## src/rtl/life_engine.sv

```systemverilog
`default_nettype none
// ============================================================================
// Module      : life_engine
// Description : Computes one Conway B3/S23 generation per start request by
//               streaming the current board row by row from a synchronous
//               read port and writing the successor rows to the
//               next-generation buffer, then pulsing swap_out.
//               Board edges are dead (non-toroidal).
// Ports       : clk_in        - clock, rising edge
//               rst_in        - synchronous active-high reset
//               start_in      - request one generation step (ignored if busy)
//               logic_addr_r  - row address to the current-generation buffer
//               logic_data_r  - row data, valid one cycle after logic_addr_r
//               logic_addr_w  - row address to the next-generation buffer
//               logic_data_w  - successor row data
//               logic_wr_en   - write strobe, one row per asserted cycle
//               swap_out      - one-cycle pulse to swap the buffers
//               busy_out      - high while a step is in progress
// Revision    : 1.0 - initial release
// ============================================================================
module life_engine #(
    parameter int ADDR_SIZE  = 32,
    parameter int LINE_WIDTH = 8,
    parameter int NUM_LINES  = 8
) (
    input  logic                  clk_in,
    input  logic                  rst_in,
    input  logic                  start_in,
    output logic [ADDR_SIZE-1:0]  logic_addr_r,
    input  logic [LINE_WIDTH-1:0] logic_data_r,
    output logic [ADDR_SIZE-1:0]  logic_addr_w,
    output logic [LINE_WIDTH-1:0] logic_data_w,
    output logic                  logic_wr_en,
    output logic                  swap_out,
    output logic                  busy_out
);

    localparam logic [1:0] IDLE  = 2'd0;
    localparam logic [1:0] READ  = 2'd1;
    localparam logic [1:0] DRAIN = 2'd2;
    localparam logic [1:0] SWAP  = 2'd3;

    localparam logic [ADDR_SIZE-1:0] LAST_ROW = ADDR_SIZE'(NUM_LINES - 1);

    logic [1:0]            state;
    logic [1:0]            state_nxt;
    logic                  rd_vld;     // logic_data_r carries a board row this cycle
    logic                  calc_vld;   // window holds a complete neighbourhood
    logic [LINE_WIDTH-1:0] row_above;
    logic [LINE_WIDTH-1:0] row_cur;
    logic [LINE_WIDTH-1:0] row_below;
    logic [LINE_WIDTH-1:0] row_next;
    logic [ADDR_SIZE-1:0]  wr_cnt;
    logic                  last_write;

    // Zero-padded copies so the dead columns -1 and LINE_WIDTH fall out of
    // the same indexing as interior cells: column j sits at padded index j+1.
    logic [LINE_WIDTH+1:0] pad_above;
    logic [LINE_WIDTH+1:0] pad_cur;
    logic [LINE_WIDTH+1:0] pad_below;

    // Once the read stream has ended, the row below the last row is dead.
    assign row_below  = rd_vld ? logic_data_r : '0;
    assign pad_above  = {1'b0, row_above, 1'b0};
    assign pad_cur    = {1'b0, row_cur,   1'b0};
    assign pad_below  = {1'b0, row_below, 1'b0};
    assign last_write = logic_wr_en && (logic_addr_w == LAST_ROW);

    always_comb begin
        state_nxt = state;
        case (state)
            IDLE:    if (start_in)                 state_nxt = READ;
            READ:    if (logic_addr_r == LAST_ROW) state_nxt = DRAIN;
            DRAIN:   if (last_write)               state_nxt = SWAP;
            SWAP:                                  state_nxt = IDLE;
            default:                               state_nxt = IDLE;
        endcase
    end

    always_comb begin
        logic [3:0] cnt;
        cnt      = '0;
        row_next = '0;
        for (int j = 0; j < LINE_WIDTH; j++) begin
            cnt = 4'(pad_above[j]) + 4'(pad_above[j+1]) + 4'(pad_above[j+2])
                + 4'(pad_cur[j])                         + 4'(pad_cur[j+2])
                + 4'(pad_below[j]) + 4'(pad_below[j+1]) + 4'(pad_below[j+2]);
            row_next[j] = (cnt == 4'd3) || ((cnt == 4'd2) && pad_cur[j+1]);
        end
    end

    always_ff @(posedge clk_in) begin
        if (rst_in) begin
            state        <= IDLE;
            logic_addr_r <= '0;
            logic_addr_w <= '0;
            logic_data_w <= '0;
            logic_wr_en  <= 1'b0;
            swap_out     <= 1'b0;
            busy_out     <= 1'b0;
            rd_vld       <= 1'b0;
            calc_vld     <= 1'b0;
            row_above    <= '0;
            row_cur      <= '0;
            wr_cnt       <= '0;
        end else begin
            state    <= state_nxt;
            busy_out <= (state_nxt != IDLE);
            swap_out <= (state == DRAIN) && last_write;
            rd_vld   <= (state == READ);
            calc_vld <= rd_vld;

            if ((state == IDLE) && start_in) begin
                logic_addr_r <= '0;
                row_above    <= '0;
                row_cur      <= '0;
                wr_cnt       <= '0;
            end else begin
                if ((state == READ) && (logic_addr_r != LAST_ROW)) begin
                    logic_addr_r <= logic_addr_r + ADDR_SIZE'(1);
                end
                // Shift while rows arrive and for one extra cycle so the last
                // row is evaluated against a dead row below it.
                if (rd_vld || calc_vld) begin
                    row_above <= row_cur;
                    row_cur   <= row_below;
                end
            end

            logic_wr_en <= calc_vld;
            if (calc_vld) begin
                logic_addr_w <= wr_cnt;
                logic_data_w <= row_next;
                wr_cnt       <= wr_cnt + ADDR_SIZE'(1);
            end
        end
    end

endmodule
`default_nettype wire

```

## config.mk

```make
export PLATFORM = sky130hd
export DESIGN_NAME = life_engine
export DESIGN_NICKNAME = d
export VERILOG_FILES = /design/src/rtl/life_engine.sv
export SDC_FILE = /design/constraint.sdc
export NUM_CORES = 1
export LEC_CHECK = 0
export BUFFER_PORTS_ARGS = -buffer_cell sky130_fd_sc_hd__buf_2
export CAP_MARGIN = 0
export CELL_PAD_IN_SITES_DETAIL_PLACEMENT = 0
export CELL_PAD_IN_SITES_GLOBAL_PLACEMENT = 1
export CORE_MARGIN = 4
export CORE_UTILIZATION = 42
export CTS_BUF_LIST = sky130_fd_sc_hd__clkbuf_4 sky130_fd_sc_hd__clkbuf_8
export DETAILED_ROUTE_END_ITERATION = 10
export PLACE_DENSITY = 0.87
export SLEW_MARGIN = 5
export SYNTH_ARGS = -nofsm -noshare
export SYNTH_HDL_FRONTEND = slang
export SYNTH_SLANG_ARGS = --single-unit
export TNS_END_PERCENT = 50
```

## constraint.sdc

```tcl
create_clock -name clk_in -period 3.75 [get_ports clk_in]
set_clock_uncertainty 0.1 [all_clocks]
set_input_delay 0.5625 -clock clk_in [delete_from_list [all_inputs] [get_ports clk_in]]
set_output_delay 0.5625 -clock clk_in [all_outputs]
set_load 0.03 [all_outputs]
```

==> qor.csv, run 1 <==
stage,metric,value,unit
grt,All-Layer GR Usage,0.184,
clock_tree,hold-fix buffer count after cts,0,
grt,initial antenna violation count,0,
floorplan,Top-Level Pins,86,
clock_tree,"Setup Fix Bufs, Post-CTS",0,
floorplan,area of the core region,15300,um^2
logic_synthesis,top_reg_cell synth,sky130_fd_sc_hd__dfxtp_1,
timing,final max-slew violation count,0,
power,Worst IR Drop VDD,0.000174,V
layout,post-layout net count,872,
worst_setup_path,setup slack of the worst register-to-register path,0.49,ns
worst_setup_path,critical path type,flip-flop to flip-flop,
placed_design,gpl congestion,0.831,
worst_setup_path,data arrival at the endpoint of the critical path,3.53,ns
timing,WHS,0.352,ns
logic_synthesis,number of distinct standard cells referenced by the synthesized netlist,54,
clock_tree,insertion delay to the later sink of the worst-skew pair,0.45,ns
outcome,outcome,finished clean,
logic_synthesis,cell type contributing the most total cell area after synthesis,sky130_fd_sc_hd__dfxtp_1,
grt,remaining global-route overflow,0,
power,leakage power total,3.07,nW
clock_tree,H-Tree Level Count,4,
logic_synthesis,nets in the synthesized netlist,795,
job,Maximum Capacitance Violations,0,
clock_tree,Clock Root Buffer,sky130_fd_sc_hd__clkbuf_8,
worst_setup_path,Worst Setup End Kind,flip-flop,
logic_synthesis,total standard cell area after synthesis,6590,um^2
drt,wire length reported by the detailed router,15.8,mm
logic_synthesis,post-synth top area share,0.386,
floorplan,Die W,133,um
timing,setup total negative slack,0,ns
timing,count of final hold-check violations,0,
logic_synthesis,average size of a mapped cell,8.98,um^2
drt,WL per Instance,15.3,um
timing,highest clock rate,307,MHz
logic_synthesis,"EDFF count, synth",0,
drt,count of unresolved DRC violations after routing,0,
drt,Pre-antenna DRT Iters,5,
timing,measured slew at the worst slew-check pin,1.20,ns
worst_setup_path,crit start category,flip-flop,
hold_path,class of the most critical hold timing path,input pin to flip-flop,
layout,Filler cells,1473,
layout,Area growth syn-to-layout,14.7,%
floorplan,initial core utilization,0.432,
worst_setup_path,Critical Path RT,4.03,ns
logic_synthesis,Gate Count Post-Synth,734,
floorplan,Total Die Area,17800,um^2
clock_tree,Post-CTS Resized,0,
logic_synthesis,"top cells by area, synth","sky130_fd_sc_hd__dfxtp_1 (39%), sky130_fd_sc_hd__fa_1 (8.5%), sky130_fd_sc_hd__mux2i_1 (5.0%)",
floorplan,Die Span Y,133,um
worst_setup_path,largest driver fanout on the critical path,3,
logic_synthesis,post-synthesis sequential area ratio,0.386,
clock_tree,Num Clock Sinks,127,
clock_tree,clock tree from TritonCTS,built,
layout,fraction of layout instances using a drive strength above 1,0.175,
floorplan,site row count,45,
placed_design,placed wire-length estimate,11.4,mm
clock_tree,Longest Clk Path Bufs,2,
grt,largest net degree at the start of global routing,43,
drt,Initial DRC Count,393,
drt,final antenna-violating net count,0,
layout,"commonest non-fill, non-tap cell in the layout",sky130_fd_sc_hd__dfxtp_1,
timing,post-route clock period utilization,0.868,
layout,area occupied by registers,2540,um^2
grt,vias in the first global route,5236,
timing,relative slew slack,0.199,
placed_design,count of input and output buffers,85,
drt,average via count per standard cell,5.34,
clock_tree,clock slew at the register clock pins of the worst setup and hold paths,0.07,ns
drt,number of vias in the routed layout,5524,
logic_synthesis,Synth warnings,0,
power,Overall Power,2.68,mW
power,pwr/cell area,354,nW/um^2
logic_synthesis,"FF+latch count, synth",127,
layout,multi-input combinational cell area,3700,um^2
timing,minimum period implied by the final worst setup slack,3.26,ns
timing,setup repair after global routing missed its margin,no,
timing,total setup violations reported at the end of the flow,0,
grt,global-route wire length before repair,26.8,mm
layout,"commonest cells after routing, fill and taps aside","sky130_fd_sc_hd__dfxtp_1 (126), sky130_fd_sc_hd__buf_2 (85), sky130_fd_sc_hd__nor2_1 (81)",
logic_synthesis,proportion of register bits with asynchronous set or reset after synthesis,0,
clock_tree,number of CTS-inserted buffers,17,
-- critical path, cell delays in order (launching register included) --
cell	delay, ns
sky130_fd_sc_hd__dfxtp_1	0.39
sky130_fd_sc_hd__inv_1	0.11
sky130_fd_sc_hd__fa_1	0.54
sky130_fd_sc_hd__fa_1	0.43
sky130_fd_sc_hd__fa_1	0.49
sky130_fd_sc_hd__inv_1	0.04
sky130_fd_sc_hd__ha_1	0.20
sky130_fd_sc_hd__fa_1	0.39
sky130_fd_sc_hd__o21ai_0	0.17
sky130_fd_sc_hd__o2111ai_1	0.16
sky130_fd_sc_hd__a21oi_1	0.19
-- state kept, by name, summed over array words and instances (netlist names) --
signal,count
swap_out,1
wr_cnt,32
row_above,8
busy_out,1
state,2
calc_vld,1
rd_vld,1
logic_addr_w,32
logic_wr_en,1
row_cur,8
logic_data_w,8
logic_addr_r,32
-- metal layers --
metal  vias up  wire (um)  track usage
met2       138       7070        0.278
met4         0        308       0.0617
met5         -          0            0
met1      2614       7650        0.259
met3        25        776       0.0434
li1       2747          -            -
-- cell usage after synthesis, types with 2 or more instances --
cell,n
sky130_fd_sc_hd__o41ai_1,3
sky130_fd_sc_hd__nand3_1,38
sky130_fd_sc_hd__xor2_1,13
sky130_fd_sc_hd__buf_2,6
sky130_fd_sc_hd__mux2_2,3
sky130_fd_sc_hd__mux2i_1,33
sky130_fd_sc_hd__nand4_1,29
sky130_fd_sc_hd__nor3_1,12
sky130_fd_sc_hd__or2_2,5
sky130_fd_sc_hd__nor4_2,5
sky130_fd_sc_hd__nor2_1,81
sky130_fd_sc_hd__nand4_2,3
sky130_fd_sc_hd__o2111ai_1,10
sky130_fd_sc_hd__nor4_1,14
sky130_fd_sc_hd__or3_1,8
sky130_fd_sc_hd__buf_1,4
sky130_fd_sc_hd__clkbuf_1,19
sky130_fd_sc_hd__a31oi_1,5
sky130_fd_sc_hd__nand3_2,2
sky130_fd_sc_hd__nand2b_1,2
sky130_fd_sc_hd__and2_1,2
sky130_fd_sc_hd__o21a_1,2
sky130_fd_sc_hd__buf_6,3
sky130_fd_sc_hd__o31ai_1,13
sky130_fd_sc_hd__and3_1,15
sky130_fd_sc_hd__xnor2_1,12
sky130_fd_sc_hd__o21ai_0,9
sky130_fd_sc_hd__inv_1,51
sky130_fd_sc_hd__nor2b_1,3
sky130_fd_sc_hd__fa_1,28
sky130_fd_sc_hd__dfxtp_1,127
sky130_fd_sc_hd__nand2_1,69
sky130_fd_sc_hd__ha_1,22
sky130_fd_sc_hd__and4_1,6
sky130_fd_sc_hd__nor4b_1,2
sky130_fd_sc_hd__or4_1,6
sky130_fd_sc_hd__o211ai_1,10
sky130_fd_sc_hd__a21oi_1,43
-- power by group --
group	switching [mW]	internal (mW)	leakage, nW
sequential	0.0123	1.36	1.02
clock	0.539	0.632	0.192
combinational	0.100	0.0394	1.86
total	0.651	2.03	3.07
-- through the flow --
stage	setup WS, ns	utilization	instance area (um^2)	std cells
CTS	0.489	0.495	7560	1034
floorplan	0.695	-	6590	734
detailed placement	0.491	0.470	7170	1003
global route	0.280	0.495	7560	1034
global placement	0.531	0.470	7170	1003
finish	0.495	0.495	7560	1035
-- final cells by class --
type | instances | share of cell area
Clock buffer | 20 | 0.0364
Sequential cell | 127 | 0.336
Inverter | 51 | 0.0253
Multi-Input combinational cell | 524 | 0.490
Tap cell | 211 | 0.0349
Timing Repair Buffer | 90 | 0.0612
Antenna cell | 1 | 0.000331
Clock inverter | 11 | 0.0152
-- worst paths after layout --
kind                    from  cells past startpoint         endpoint
max             row_above[2]                     10  logic_data_w[2]
min          logic_data_r[0]                      3       row_cur[0]
max reg2reg     row_above[2]                     10  logic_data_w[2]
min reg2reg  logic_data_w[5]                      2  logic_data_w[5]
-- cells by family (layout without fill, tap and decap cells) --
group | after synthesis | in the layout | share of synthesized area
simple gates | 310 | 310 | 0.246
buf+inv | 83 | 172 | 0.0518
compound gates | 103 | 103 | 0.101
mux | 36 | 36 | 0.0553
fa+ha+maj | 50 | 50 | 0.127
flops | 127 | 127 | 0.386
other cells | 0 | 1 | 0
xor+xnor | 25 | 25 | 0.0332
Note: power is estimated with default switching activity, not from simulation.
==> inputs of run 2 (changes only) <==
--- a/config.mk
+++ b/config.mk
@@ -5,7 +5,6 @@
 export SDC_FILE = /design/constraint.sdc
 export NUM_CORES = 1
 export LEC_CHECK = 0
-export BUFFER_PORTS_ARGS = -buffer_cell sky130_fd_sc_hd__buf_2
 export CAP_MARGIN = 0
 export CELL_PAD_IN_SITES_DETAIL_PLACEMENT = 0
 export CELL_PAD_IN_SITES_GLOBAL_PLACEMENT = 1
@@ -13,7 +12,8 @@
 export CORE_UTILIZATION = 42
 export CTS_BUF_LIST = sky130_fd_sc_hd__clkbuf_4 sky130_fd_sc_hd__clkbuf_8
 export DETAILED_ROUTE_END_ITERATION = 10
-export PLACE_DENSITY = 0.87
+export DONT_BUFFER_PORTS = 1
+export PLACE_DENSITY = 0.8
 export SLEW_MARGIN = 5
 export SYNTH_ARGS = -nofsm -noshare
 export SYNTH_HDL_FRONTEND = slang
==> run 2 against run 1 <==
  * Critical path type unchanged
  * Via count is 4.5% lower
  * Largest power group unchanged
  * Utilization is 2.4 points lower
  * Final cell count is 8.3% lower
  * Wire length is 0.46% higher
  * Critical path depth stayed put
  * Register-to-register slack worse by 0.07 ns
  * Combinational power is 19% lower
  * Sequential power hardly changed
==> qor.csv, run 2 (synthesized netlist as in run 1, its figures left out) <==
stage,metric,value,unit
drt,number of vias in the routed layout,5276,
grt,initial antenna violation count,0,
placed_design,gpl congestion,0.839,
worst_setup_path,endpoint of the most critical register-to-register path,logic_data_w[1],
worst_setup_path,Worst path slowest cell,sky130_fd_sc_hd__dfxtp_1,
clock_tree,hold-fix buffer count after cts,0,
worst_setup_path,data arrival at the endpoint of the critical path,3.62,ns
worst_setup_path,launching instance or port of the critical path,rd_vld,
timing,count of final hold-check violations,0,
drt,Initial DRC Count,338,
floorplan,area of the core region,15300,um^2
clock_tree,"Setup Fix Bufs, Post-CTS",0,
layout,final antenna diode count,0,
grt,All-Layer GR Usage,0.180,
power,Overall Power,2.85,mW
timing,Final WS setup,0.420,ns
worst_setup_path,crit start category,flip-flop,
worst_setup_path,cell class contributing the biggest share of worst-path delay,adder cells,
clock_tree,Num Clock Sinks,127,
worst_setup_path,delay of the slowest cell on the worst path,0.60,ns
clock_tree,Longest Clk Path Bufs,2,
grt,largest net degree at the start of global routing,83,
power,pwr/cell area,396,nW/um^2
grt,remaining global-route overflow,0,
worst_setup_path,worst flop-to-flop path startpoint,rd_vld,
timing,setup repair after global routing missed its margin,no,
job,Maximum Capacitance Violations,0,
hold_path,class of the most critical hold timing path,input pin to flip-flop,
drt,final antenna-violating net count,0,
floorplan,Die W,133,um
power,Worst IR Drop VDD,0.000229,V
drt,average via count per standard cell,5.56,
drt,count of unresolved DRC violations after routing,0,
timing,setup total negative slack,0,ns
worst_setup_path,worst reg2reg path depth,10,
layout,leading registers by flop count,"logic_addr_r x32, logic_addr_w x32, wr_cnt x32",
clock_tree,Clock Root Buffer,sky130_fd_sc_hd__clkbuf_8,
clock_tree,H-Tree Level Count,4,
timing,relative slew slack,0.261,
clock_tree,clock tree from TritonCTS,built,
drt,wire length reported by the detailed router,15.9,mm
placed_design,count of input and output buffers,0,
layout,"commonest non-fill, non-tap cell in the layout",sky130_fd_sc_hd__dfxtp_1,
timing,final max-slew violation count,0,
worst_setup_path,critical path type,flip-flop to flip-flop,
timing,highest clock rate,300,MHz
floorplan,Top-Level Pins,86,
layout,"commonest cells after routing, fill and taps aside","sky130_fd_sc_hd__dfxtp_1 (126), sky130_fd_sc_hd__nor2_1 (81), sky130_fd_sc_hd__nand2_1 (69)",
timing,post-route clock period utilization,0.888,
layout,post-layout net count,786,
clock_tree,Post-CTS Resized,0,
power,leakage power total,2.64,nW
floorplan,site row count,45,
timing,total setup violations reported at the end of the flow,0,
drt,WL per Instance,16.7,um
worst_setup_path,"Top cell by count, worst path",sky130_fd_sc_hd__fa_1,
floorplan,Total Die Area,17800,um^2
clock_tree,clock slew at the register clock pins of the worst setup and hold paths,0.07,ns
worst_setup_path,worst-path cell chain,"nand2_1, inv_1, fa_1, fa_1, fa_1, inv_1, fa_1, nor4_1, a21oi_1, nor2_1",
placed_design,placed wire-length estimate,11.4,mm
placed_design,setup slack after placement,0.419,ns
worst_setup_path,Critical Path RT,4.04,ns
outcome,outcome,finished clean,
layout,fraction of layout instances using a drive strength above 1,0.0799,
layout,Area growth syn-to-layout,9.08,%
worst_setup_path,setup slack of the worst register-to-register path,0.42,ns
grt,vias in the first global route,4977,
worst_setup_path,Worst Setup End Kind,flip-flop,
timing,minimum period implied by the final worst setup slack,3.33,ns
grt,global-route wire length before repair,25.9,mm
clock_tree,insertion delay to the later sink of the worst-skew pair,0.46,ns
timing,measured slew at the worst slew-check pin,1.10,ns
floorplan,Die Span Y,133,um
worst_setup_path,depth of the critical timing path with buffers and inverters included,10,
worst_setup_path,largest driver fanout on the critical path,11,
drt,Pre-antenna DRT Iters,5,
clock_tree,number of CTS-inserted buffers,17,
floorplan,initial core utilization,0.432,
worst_setup_path,WP buf/inv,2,
worst_setup_path,timing endpoint of the critical path,logic_data_w[1],
[run 2: layout make-up]
| type | count | area (um^2) |
|---|---|---|
| clock buffer | 20 | 263 |
| fill | 1457 | 8070 |
| sequential | 127 | 2540 |
| inverter | 51 | 191 |
| tap | 211 | 264 |
| clock inverter | 12 | 190 |
| multi-input combinational | 524 | 3700 |
| timing repair buffer | 4 | 30.0 |
[run 2: stage by stage]
step / hold WS [ns] / utilization / cells / cell area, um^2
4_1_cts: 0.0475 / 0.471 / 949 / 7190
3_5_place_dp: 0.362 / 0.441 / 917 / 6730
6_report: 0.0865 / 0.471 / 949 / 7190
3_3_place_gp: 0.354 / 0.441 / 917 / 6730
5_1_grt: 0.0445 / 0.471 / 949 / 7190
2_1_floorplan: 0.336 / - / 734 / 6590
[run 2: worst min path at each step]
stage            startpoint                to  slack (ns)  cells past startpoint
4_1_cts              rst_in   logic_data_w[2]        0.05                      1
5_1_grt              rst_in  logic_addr_w[21]        0.04                      1
3_5_place_dp   row_above[0]      row_above[0]        0.36                      2
2_1_floorplan  row_above[0]      row_above[0]        0.34                      2
6_report             rst_in  logic_addr_w[30]        0.09                      1
3_3_place_gp   row_above[0]      row_above[0]        0.35                      2
[run 2: power breakdown]
group	internal (mW)	leakage [nW]	switching, mW
Combinational	0.0340	1.39	0.0803
Clock	0.817	0.229	0.541
Sequential	1.36	1.02	0.0181
[run 2: routing by layer]
layer	wire length, um	track usage
met1	7140	0.231
met2	7500	0.288
met3	1000	0.0612
met4	235	0.0577
met5	0	0
